<file path="src/rtl/mem_stage_if.sv">
// Data-memory request/grant/response bus between mem_stage and memory.
// master: req, we, addr, wdata, wstrb out; gnt, rvalid, rdata in.
interface mem_stage_if;
    logic        req;
    logic        we;
    logic [31:0] addr;
    logic [31:0] wdata;
    logic [3:0]  wstrb;
    logic        gnt;
    logic        rvalid;
    logic [31:0] rdata;

    modport master (
        output req, we, addr, wdata, wstrb,
        input  gnt, rvalid, rdata
    );

    modport slave (
        input  req, we, addr, wdata, wstrb,
        output gnt, rvalid, rdata
    );
endinterface

</file>
<file path="src/rtl/mem_stage.sv">
// RV32 memory-access stage: issues loads/stores, aligns load data,
// registers write-back. Ports: execute bundle in, stall out, dmem bus, wb_*.
module mem_stage #(
    parameter int TIMEOUT = 255
) (
    input  logic        clk,
    input  logic        rst,
    input  logic        valid_in,
    input  logic [31:0] alu_result,
    input  logic [31:0] rs2_data,
    input  logic        mem_read,
    input  logic        mem_write,
    input  logic [2:0]  funct3,
    input  logic [4:0]  rd_in,
    input  logic        reg_write_in,
    output logic        stall,
    mem_stage_if.master dmem,
    output logic        wb_valid,
    output logic [4:0]  wb_rd,
    output logic        wb_reg_write,
    output logic [31:0] wb_data,
    output logic        mem_err
);

    typedef enum logic [1:0] {IDLE, REQ, WAIT} state_t;

    localparam logic [7:0] TO_LAST = 8'(TIMEOUT - 1);

    state_t      state_q, state_d;
    logic [7:0]  cnt_q;
    logic [31:0] addr_q, wdata_q;
    logic [3:0]  wstrb_q;
    logic        we_q, rw_q;
    logic [2:0]  f3_q;
    logic [4:0]  rd_q;

    logic        memop, bad, mis, ill;
    logic [1:0]  off;
    logic [31:0] st_wdata;
    logic [3:0]  st_strb;
    logic [7:0]  ld_byte;
    logic [15:0] ld_half;
    logic [31:0] ld_val;
    logic        to_hit;
    logic        done_op, done_to;

    assign memop  = valid_in & (mem_read | mem_write);
    assign off    = alu_result[1:0];
    assign to_hit = (cnt_q == TO_LAST);

    // Size comes from funct3[1:0]; bit 2 is the unsigned flag (loads only).
    always_comb begin
        mis = 1'b0;
        unique case (funct3[1:0])
            2'b01:   mis = off[0];
            2'b10:   mis = |off;
            default: mis = 1'b0;
        endcase
        ill = (funct3[1:0] == 2'b11)
            | (funct3[2] & (mem_write | funct3[1]));
        bad = mis | ill;
    end

    always_comb begin
        st_wdata = rs2_data;
        st_strb  = 4'b1111;
        unique case (funct3[1:0])
            2'b00: begin
                st_wdata = {4{rs2_data[7:0]}};
                st_strb  = 4'b0001 << off;
            end
            2'b01: begin
                st_wdata = {2{rs2_data[15:0]}};
                st_strb  = 4'b0011 << off;
            end
            default: begin
                st_wdata = rs2_data;
                st_strb  = 4'b1111;
            end
        endcase
    end

    always_comb begin
        ld_byte = dmem.rdata[7:0];
        unique case (addr_q[1:0])
            2'd0: ld_byte = dmem.rdata[7:0];
            2'd1: ld_byte = dmem.rdata[15:8];
            2'd2: ld_byte = dmem.rdata[23:16];
            2'd3: ld_byte = dmem.rdata[31:24];
            default: ld_byte = dmem.rdata[7:0];
        endcase
        ld_half = addr_q[1] ? dmem.rdata[31:16] : dmem.rdata[15:0];
        unique case (f3_q)
            3'b000:  ld_val = {{24{ld_byte[7]}}, ld_byte};
            3'b100:  ld_val = {24'd0, ld_byte};
            3'b001:  ld_val = {{16{ld_half[15]}}, ld_half};
            3'b101:  ld_val = {16'd0, ld_half};
            default: ld_val = dmem.rdata;
        endcase
    end

    assign dmem.we    = (state_q == REQ) & we_q;
    assign dmem.addr  = {addr_q[31:2], 2'b00};
    assign dmem.wdata = wdata_q;
    assign dmem.wstrb = wstrb_q;

    // Grant/rvalid take priority over a timeout landing in the same cycle.
    always_comb begin
        state_d  = state_q;
        stall    = 1'b0;
        dmem.req = 1'b0;
        done_op  = 1'b0;
        done_to  = 1'b0;
        unique case (state_q)
            IDLE: begin
                if (memop & ~bad) begin
                    state_d = REQ;
                    stall   = 1'b1;
                end
            end
            REQ: begin
                dmem.req = 1'b1;
                if (dmem.gnt) begin
                    if (we_q) begin
                        state_d = IDLE;
                        done_op = 1'b1;
                    end else begin
                        state_d = WAIT;
                        stall   = 1'b1;
                    end
                end else if (to_hit) begin
                    state_d = IDLE;
                    done_to = 1'b1;
                end else begin
                    stall = 1'b1;
                end
            end
            WAIT: begin
                if (dmem.rvalid) begin
                    state_d = IDLE;
                    done_op = 1'b1;
                end else if (to_hit) begin
                    state_d = IDLE;
                    done_to = 1'b1;
                end else begin
                    stall = 1'b1;
                end
            end
            default: state_d = IDLE;
        endcase
    end

    always_ff @(posedge clk) begin
        if (rst) begin
            state_q <= IDLE;
            cnt_q   <= 8'd0;
        end else begin
            state_q <= state_d;
            if (state_d != state_q && state_d != IDLE)
                cnt_q <= 8'd0;
            else if (state_q != IDLE)
                cnt_q <= cnt_q + 8'd1;
        end
    end

    always_ff @(posedge clk) begin
        if (rst) begin
            addr_q       <= 32'd0;
            wdata_q      <= 32'd0;
            wstrb_q      <= 4'd0;
            we_q         <= 1'b0;
            rw_q         <= 1'b0;
            f3_q         <= 3'd0;
            rd_q         <= 5'd0;
            wb_valid     <= 1'b0;
            wb_rd        <= 5'd0;
            wb_reg_write <= 1'b0;
            wb_data      <= 32'd0;
            mem_err      <= 1'b0;
        end else begin
            wb_valid <= 1'b0;
            mem_err  <= 1'b0;
            if (state_q == IDLE && valid_in) begin
                if (!memop || bad) begin
                    wb_valid     <= 1'b1;
                    mem_err      <= memop;
                    wb_rd        <= rd_in;
                    wb_reg_write <= ~memop & reg_write_in;
                    wb_data      <= alu_result;
                end else begin
                    addr_q  <= alu_result;
                    wdata_q <= st_wdata;
                    wstrb_q <= mem_write ? st_strb : 4'd0;
                    we_q    <= mem_write;
                    rw_q    <= reg_write_in;
                    f3_q    <= funct3;
                    rd_q    <= rd_in;
                end
            end
            if (done_op) begin
                wb_valid     <= 1'b1;
                wb_rd        <= rd_q;
                wb_reg_write <= ~we_q & rw_q;
                if (!we_q)
                    wb_data <= ld_val;
            end
            if (done_to) begin
                wb_valid     <= 1'b1;
                mem_err      <= 1'b1;
                wb_rd        <= rd_q;
                wb_reg_write <= 1'b0;
            end
        end
    end

endmodule
</file>
<file path="src/flat_wrapper.sv">
// flat-port wrapper written by rule: the top's interface ports become plain ports
module mem_stage_flat 
#(
    parameter int TIMEOUT = 255
)
  (clk, rst, valid_in, alu_result, rs2_data, mem_read, mem_write, funct3, rd_in, reg_write_in, stall, wb_valid, wb_rd, wb_reg_write, wb_data, mem_err, dmem_req, dmem_we, dmem_addr, dmem_wdata, dmem_wstrb, dmem_gnt, dmem_rvalid, dmem_rdata);
  mem_stage_if dmem_i ();
  input  logic clk;
  input  logic rst;
  input  logic valid_in;
  input  logic [31:0] alu_result;
  input  logic [31:0] rs2_data;
  input  logic mem_read;
  input  logic mem_write;
  input  logic [2:0] funct3;
  input  logic [4:0] rd_in;
  input  logic reg_write_in;
  output logic stall;
  output logic wb_valid;
  output logic [4:0] wb_rd;
  output logic wb_reg_write;
  output logic [31:0] wb_data;
  output logic mem_err;
  output wire logic [$bits(dmem_i.req)-1:0] dmem_req;
  output wire logic [$bits(dmem_i.we)-1:0] dmem_we;
  output wire logic [$bits(dmem_i.addr)-1:0] dmem_addr;
  output wire logic [$bits(dmem_i.wdata)-1:0] dmem_wdata;
  output wire logic [$bits(dmem_i.wstrb)-1:0] dmem_wstrb;
  input wire logic [$bits(dmem_i.gnt)-1:0] dmem_gnt;
  input wire logic [$bits(dmem_i.rvalid)-1:0] dmem_rvalid;
  input wire logic [$bits(dmem_i.rdata)-1:0] dmem_rdata;
  assign dmem_req = dmem_i.req;
  assign dmem_we = dmem_i.we;
  assign dmem_addr = dmem_i.addr;
  assign dmem_wdata = dmem_i.wdata;
  assign dmem_wstrb = dmem_i.wstrb;
  assign dmem_i.gnt = dmem_gnt;
  assign dmem_i.rvalid = dmem_rvalid;
  assign dmem_i.rdata = dmem_rdata;
  mem_stage #(.TIMEOUT(TIMEOUT)) u_core (.clk(clk), .rst(rst), .valid_in(valid_in), .alu_result(alu_result), .rs2_data(rs2_data), .mem_read(mem_read), .mem_write(mem_write), .funct3(funct3), .rd_in(rd_in), .reg_write_in(reg_write_in), .stall(stall), .dmem(dmem_i), .wb_valid(wb_valid), .wb_rd(wb_rd), .wb_reg_write(wb_reg_write), .wb_data(wb_data), .mem_err(mem_err));
endmodule
</file>
<file path="config.mk">
export PLATFORM = sky130hd
export DESIGN_NAME = mem_stage_flat
export DESIGN_NICKNAME = d
export VERILOG_FILES = /design/src/rtl/mem_stage_if.sv /design/src/rtl/mem_stage.sv /design/src/flat_wrapper.sv
export SDC_FILE = /design/constraint.sdc
export NUM_CORES = 1
export LEC_CHECK = 0
export ABC_AREA = 0
export CAP_MARGIN = 40
export CORE_AREA = 2 2 100 150
export CTS_CLUSTER_DIAMETER = 200
export DETAILED_ROUTE_END_ITERATION = 12
export DIE_AREA = 0 0 102 152
export HOLD_SLACK_MARGIN = 0.12
export PLACE_DENSITY_LB_ADDON = 0.05
export SLEW_MARGIN = 20
export SYNTH_ARGS = -nofsm -noshare
export SYNTH_HDL_FRONTEND = slang
export SYNTH_SLANG_ARGS = --single-unit
</file>
<file path="constraint.sdc">
create_clock -name clk -period 3.55 [get_ports clk]
set_input_delay 0.71 -clock clk [delete_from_list [all_inputs] [get_ports clk]]
set_output_delay 0.71 -clock clk [all_outputs]
set_load 0.01 [all_outputs]
</file>
==> metrics, run 1 <==
async set or reset register ratio after synthesis 0%; crit path capture type primary output; Num CTS Buffers 17; Seq pwr share between 30% and 40%; Pwr Total approximately 4.2 mW; most frequent cells in the layout clkdlybuf4s50_1, nand2_1, dfxtp_1, a21oi_1, nor2_1; synth-to-layout area growth 44.8%; detailed placement HPWL around 14000 microns; final setup vio count 0; Starting Density 43.7%; slowest stage delay, CP between 0.5 and 0.6 ns; Post-CTS Setup Inserts 0; register area share after synthesis between 40% and 50%; RR Endpoint u_core.dmem.wdata[17]; Die W between 100 and 150 microns; P_sw roughly 1.1 mW; cells on worst reg2reg path 8; Rel. slew slack between 50% and 60%; WL final approximately 20000 microns; post-place setup slack -0.118 ns; max_cap viols 0; synthesized flop and latch total between 100 and 150; CP bufs+invs 3; critical-path maximum fanout 3; ant diodes 0; Yosys cell types 52; most common cell after layout, fill and taps aside clkdlybuf4s50_1; beginning of the worst hold path u_core.addr_q[19]; initial antenna violation count 0; CP required ~2.8 ns; post-DR wirelength/cell 17.2 microns; cell count after synthesis 770; HP Class flip-flop to flip-flop; Pre-antenna DRT Iters 5; via count just over 6000; GRT Resource Usage Total ~26%; leakage dissipation roughly 3.3 nW; R2R Setup Slk approximately 1.1 ns; crit path from funct3[0]; Hold Path End u_core.addr_q[19]; crit-path cells clkdlybuf4s50_1 -> inv_1 -> ha_1 -> o211a_1 -> a31oi_2 -> nand3_2 -> nor2_4 -> nor2_1 -> nor2_1 -> dlygate4sd2_1; Syn. warnings 0; final max-slew violation count 0; Die Span Y ~150 microns; Mapped Area ~6300 sq um; total core area 14300 sq um; first-pass GRT wire length around 31000 microns; slowest stage cell, crit path clkdlybuf4s50_1; nets 1065; Detailed Route Iter0 Violations 240; critical path type input port to primary output; WP data arrival between 2 and 3 ns; Slew @ Worst Pin between 0.6 and 0.7 ns; Clock Tree Buf Depth 2; total clock sinks approximately 130; Setup Skew between 0.007 and 0.008 ns; Post-synth EDFFs 0; pin count of the biggest net entering global routing 69; DRC viols 0; Vias per Instance between 5 and 6; port buffer count 220; Syn Area/Cell roughly 8.1 sq um; RSZ-0062 raised after global routing no; Pwr Density between 400 and 500 nW/um^2; clk slew on worst S/H paths 0.06 ns; Post-synth top flop dfxtp_1; total I/O pin count between 200 and 250; outcome complete, no violations; Peak VDD IR about 280 uV; worst r2r src u_core.state_q[0]; Fmax about 0.30 GHz; clk_lat worst skew a little over 0.4 ns; Final Hold Viols 0; layout cells sized above 1 just under 8%; vias in the first global route 6232; final setup margin between 0.2 and 0.25 ns; clock network fraction of total power between 40% and 50%; Core Rows 54; sw frac 25.9%; clock root buffer clkbuf_16; WHS Path Cells 2; min cycle time layout between 3 and 4 ns; grt total ovfl 0; fin crit share a little over nine tenths; GP Congestion between 0.8 and 0.9; Post-DRT Antenna Nets 0; CP dominant cell by count nor2_1; die area 15500 sq um; H-tree Lvls 4; Largest delay share family, worst path buffers and inverters; P_int about 3.1 mW; fin util 63.3%; Logic pwr share a little under a fifth; TritonCTS clock tree done; Startpoint Class input port
logic make-up (layout without fill, tap and decap cells):
group,Yosys count,after routing,share of synthesized area [%]
AND/OR/NAND/NOR,273,273,18.1
AO/OA/AOI/OAI,208,208,24.0
buffers and inverters,116,300,9.66
multiplexers,27,27,4.34
XOR/XNOR,7,7,0.980
adder cells (fa/ha/maj),10,10,2.00
other,1,2,0.0599
flip-flops,128,128,40.9
power groups by stage:
stage	sequential [mW]	combinational, mW	clock, mW
after CTS	1.58	0.792	1.86
after detailed placement	1.61	0.790	0
final	1.58	0.788	1.83
after global placement	1.61	0.774	0
after floorplan	1.63	0.367	0
after global routing	1.59	0.856	1.94
cells in the mapped netlist (all sizes together) (3+ instances only):
cell	number	share of area [%]
o21ai	20	1.6
a22oi	7	0.84
xor2	5	0.70
a32oi	6	0.84
a311oi	20	2.8
mux2i	26	4.2
nor2	41	2.5
nor3	17	1.4
o22ai	9	0.90
a22o	8	1.1
nand2b	9	0.90
buf	51	5.8
nand3	9	0.72
nand2	179	11
inv	26	1.6
nor2b	4	0.40
dfxtp	128	41
a211oi	18	2.2
nand4	5	0.50
clkbuf	39	2.3
a21oi	76	6.1
or2	3	0.30
a221oi	26	4.6
a21o	5	0.60
ha	10	2.0
registers in the layout, summed over array words and instances (netlist names):
name	cells
u_core.addr_q	32
u_core.dmem.wdata	32
u_core.wb_data	32
u_core.cnt_q	8
u_core.rd_q	5
u_core.wb_rd	5
u_core.dmem.wstrb	4
u_core.f3_q	3
u_core.state_q	2
u_core.mem_err	1
u_core.rw_q	1
u_core.wb_reg_write	1
u_core.wb_valid	1
u_core.we_q	1
repair_timing:
action | CTS | global route
setup endpoints to repair | 1 | 0
endpoints found under the hold margin | 0 | 0
hold buffers | 0 | 0
resized for setup | 2 | 0
metal layers:
metal	track usage [%]	vias up	routed length (microns)
li1	-	3019	-
met1	28.7	2866	7470
met2	43.8	248	10100
met3	7.77	42	1590
met4	11.7	0	604
met5	0	-	0
layout make-up:
type | instances | area (sq um)
Clock inverter | 13 | 190
Timing Repair Buffer | 243 | 2420
Sequential cell | 128 | 2560
Fill cell | 1314 | 5260
Tap cell | 196 | 245
Clock buffer | 18 | 429
Multi-Input combinational cell | 527 | 3120
Inverter | 26 | 97.6
tightest hold or removal path, stage by stage, from the launching register on:
cell,delay [ns]
dfxtp_1,0.31
nand2_1,0.05
a21oi_1,0.05
worst max-delay path by stage:
stage / endpoint / slack (ns) / depth (start not counted)
6_report: stall / 0.20 / 10
5_1_grt: stall / 0.06 / 10
4_1_cts: stall / 0.19 / 10
3_5_place_dp: stall / -0.12 / 10
3_3_place_gp: stall / -0.07 / 10
2_1_floorplan: stall / 0.52 / 10
through the flow:
stage,hold WS (ns),setup TNS (ns),std cells,instance area [sq um]
2_1_floorplan,0.437,0,771,6260
3_3_place_gp,0.442,-0.0665,1118,8410
3_5_place_dp,0.446,-0.118,1119,8430
4_1_cts,0.454,0,1150,9060
5_1_grt,0.474,0,1151,9060
6_report,0.452,0,1151,9060
Note: power is estimated with default switching activity, not from simulation.
==> run 2, diff against run 1 <==
CORE_AREA = 2 2 98 147   (was 2 2 100 150)
CTS_BUF_LIST = sky130_fd_sc_hd__clkbuf_4   (was not set)
DIE_AREA = 0 0 100 149   (was 0 0 102 152)
==> run 2 against run 1 <==
Net effect: non-clock buffer count up 1; clock skew up 0.012 ns; combinational power about the same; critical path depth unchanged; utilization down 0.088 points; critical endpoint unchanged; via count up 0.96%; hold slack better by 0.011 ns; die area down 3.9%; power down 18%; sequential power about the same; global-route usage up 0.15 points; sequential share of layout area up 1.1 points; largest cell class unchanged.
==> metrics, run 2 (same netlist as run 1, synthesis figures left out) <==
Fmax 0.301 GHz (+0.98%); H-tree Lvls 4 (unchanged); GP Congestion 0.931 (+9.0%); RSZ-0062 raised after global routing no; leakage dissipation 3.15 nW (-3.9%); Design Area, Final 8720 sq um (-3.8%); Die Span Y 149 microns (-2.0%); post-place setup slack -0.0900 ns (+0.0282 ns); nets 1066 (+0.094%); TritonCTS clock tree done; Detailed Route Iter0 Violations 226 (-5.8%); crit path capture type primary output; total clock sinks 128 (unchanged); first-pass GRT wire length 30300 microns (-3.3%); outcome complete, no violations; layout cells sized above 1 7.94% (+0.088 points); Placed Cells 1089 (-2.7%); placed standard-cell area 8400 sq um (-0.37%); Slew @ Worst Pin 0.836 ns (+0.205 ns); detailed placement HPWL 14500 microns (+2.0%); Pwr Density 394 nW/um^2 (-15%); post-DR wirelength/cell 17.5 microns (+1.8%); WHS 0.463 ns (+0.0106 ns); met1 Track Usage GR 26.6% (-2.1 points); Pre-antenna DRT Iters 4 (-1); die area 14900 sq um (-3.9%); critical path type input port to primary output; cells on worst reg2reg path 8 (unchanged); Final Hold Viols 0 (unchanged); Die W 100 microns (-2.0%); met3 GRT Util 6.70% (-1.1 points); Pwr Total 3.43 mW (-18%); fin cells 1123 (-2.4%); port buffer count 220 (unchanged); Setup Skew 0.0196 ns (+0.0124 ns); Core Rows 53 (-1.9%); Starting Density 45.4% (+1.7 points); Startpoint Class input port; synth-to-layout area growth 39.3%; min cycle time layout 3.32 ns (-0.0324 ns); clk slew on worst S/H paths 0.12 ns (+0.06 ns); WHS Path Cells 2 (unchanged); DRC viols 0 (unchanged); GR peak layer met2; via count 6234 (+0.96%); clk_lat worst skew 0.51 ns (+0.10 ns); final setup margin 0.233 ns (+0.0324 ns); M2 GR Usage 48.5% (+4.7 points); WP data arrival 2.61 ns (-0.03 ns); total core area 13800 sq um (-3.7%); final max-slew violation count 0 (unchanged); Peak VDD IR 237 uV (-14%); total I/O pin count 223 (unchanged); Post-DRT Antenna Nets 0 (unchanged); CP required 2.84 ns (about the same); vias in the first global route 6069 (-2.6%); Vias per Instance 5.55 (+3.5%); most common cell after layout, fill and taps aside clkdlybuf4s50_1; max_cap viols 0 (unchanged); WL final 19600 microns (-0.67%); critical-path maximum fanout 3 (unchanged); clock root buffer clkbuf_4; HP Class flip-flop to flip-flop; Rel. slew slack 44.3% (-14 points); grt total ovfl 0 (unchanged); Num CTS Buffers 17 (unchanged); fin crit share 93.4% (-0.91 points); final setup vio count 0 (unchanged); pin count of the biggest net entering global routing 73 (+5.8%); Clock Tree Buf Depth 2 (unchanged); most frequent cells in the layout clkdlybuf4s50_1, nand2_1, dfxtp_1, a21oi_1, nor2_1; initial antenna violation count 1 (+1); GRT Resource Usage Total 25.8% (+0.15 points)
[run 2: cell type report]
cell class | count | area [sq um]
Sequential cell | 128 | 2560
Multi-Input combinational cell | 527 | 3120
Tap cell | 165 | 206
Clock inverter | 14 | 165
Timing Repair Buffer | 244 | 2420
Fill cell | 1254 | 5080
Inverter | 26 | 97.6
Antenna cell | 1 | 2.50
Clock buffer | 18 | 135
[run 2: report_power, final]
part / total [mW] / switching (mW) / internal [mW]
Combinational: 0.789 / 0.379 / 0.410
Clock: 1.06 / 0.563 / 0.495
Sequential: 1.58 / 0.0570 / 1.53
[run 2: worst max-delay path: stages]
cell,delay [ns]
clkdlybuf4s50_1,0.51
inv_1,0.07
ha_1,0.33
o211a_1,0.13
a31oi_2,0.18
nand3_2,0.13
nor2_4,0.10
nor2_1,0.05
nor2_1,0.11
dlygate4sd2_1,0.28
[run 2: timing repair]
item                                    in CTS  in global routing
resized for setup                            2                  0
setup buffers                                0                  0
hold buffers                                 0                  0
endpoints found under the setup margin       1                  0
[run 2: worst paths after layout]
kind                              from  slack, ns                    end
setup / recovery             funct3[0]       0.23                  stall
hold / removal    u_core.dmem.wdata[4]       0.46   u_core.dmem.wdata[4]
setup reg to reg     u_core.state_q[0]       1.04  u_core.dmem.wdata[20]
hold reg to reg   u_core.dmem.wdata[4]       0.46   u_core.dmem.wdata[4]
[run 2: per-stage QoR]
stage                     TNS (ns)  util (%)
final                            0      63.2
after global routing             0      63.2
after CTS                        0      63.1
after detailed placement   -0.0900      60.9
after global placement     -0.0781      60.7
after floorplan                  0         -
[run 2: layer usage]
layer,routed length [microns],part of all wire [%]
met5,0,0
met4,685,3.5
met3,1370,7.0
met2,10500,53
met1,7120,36
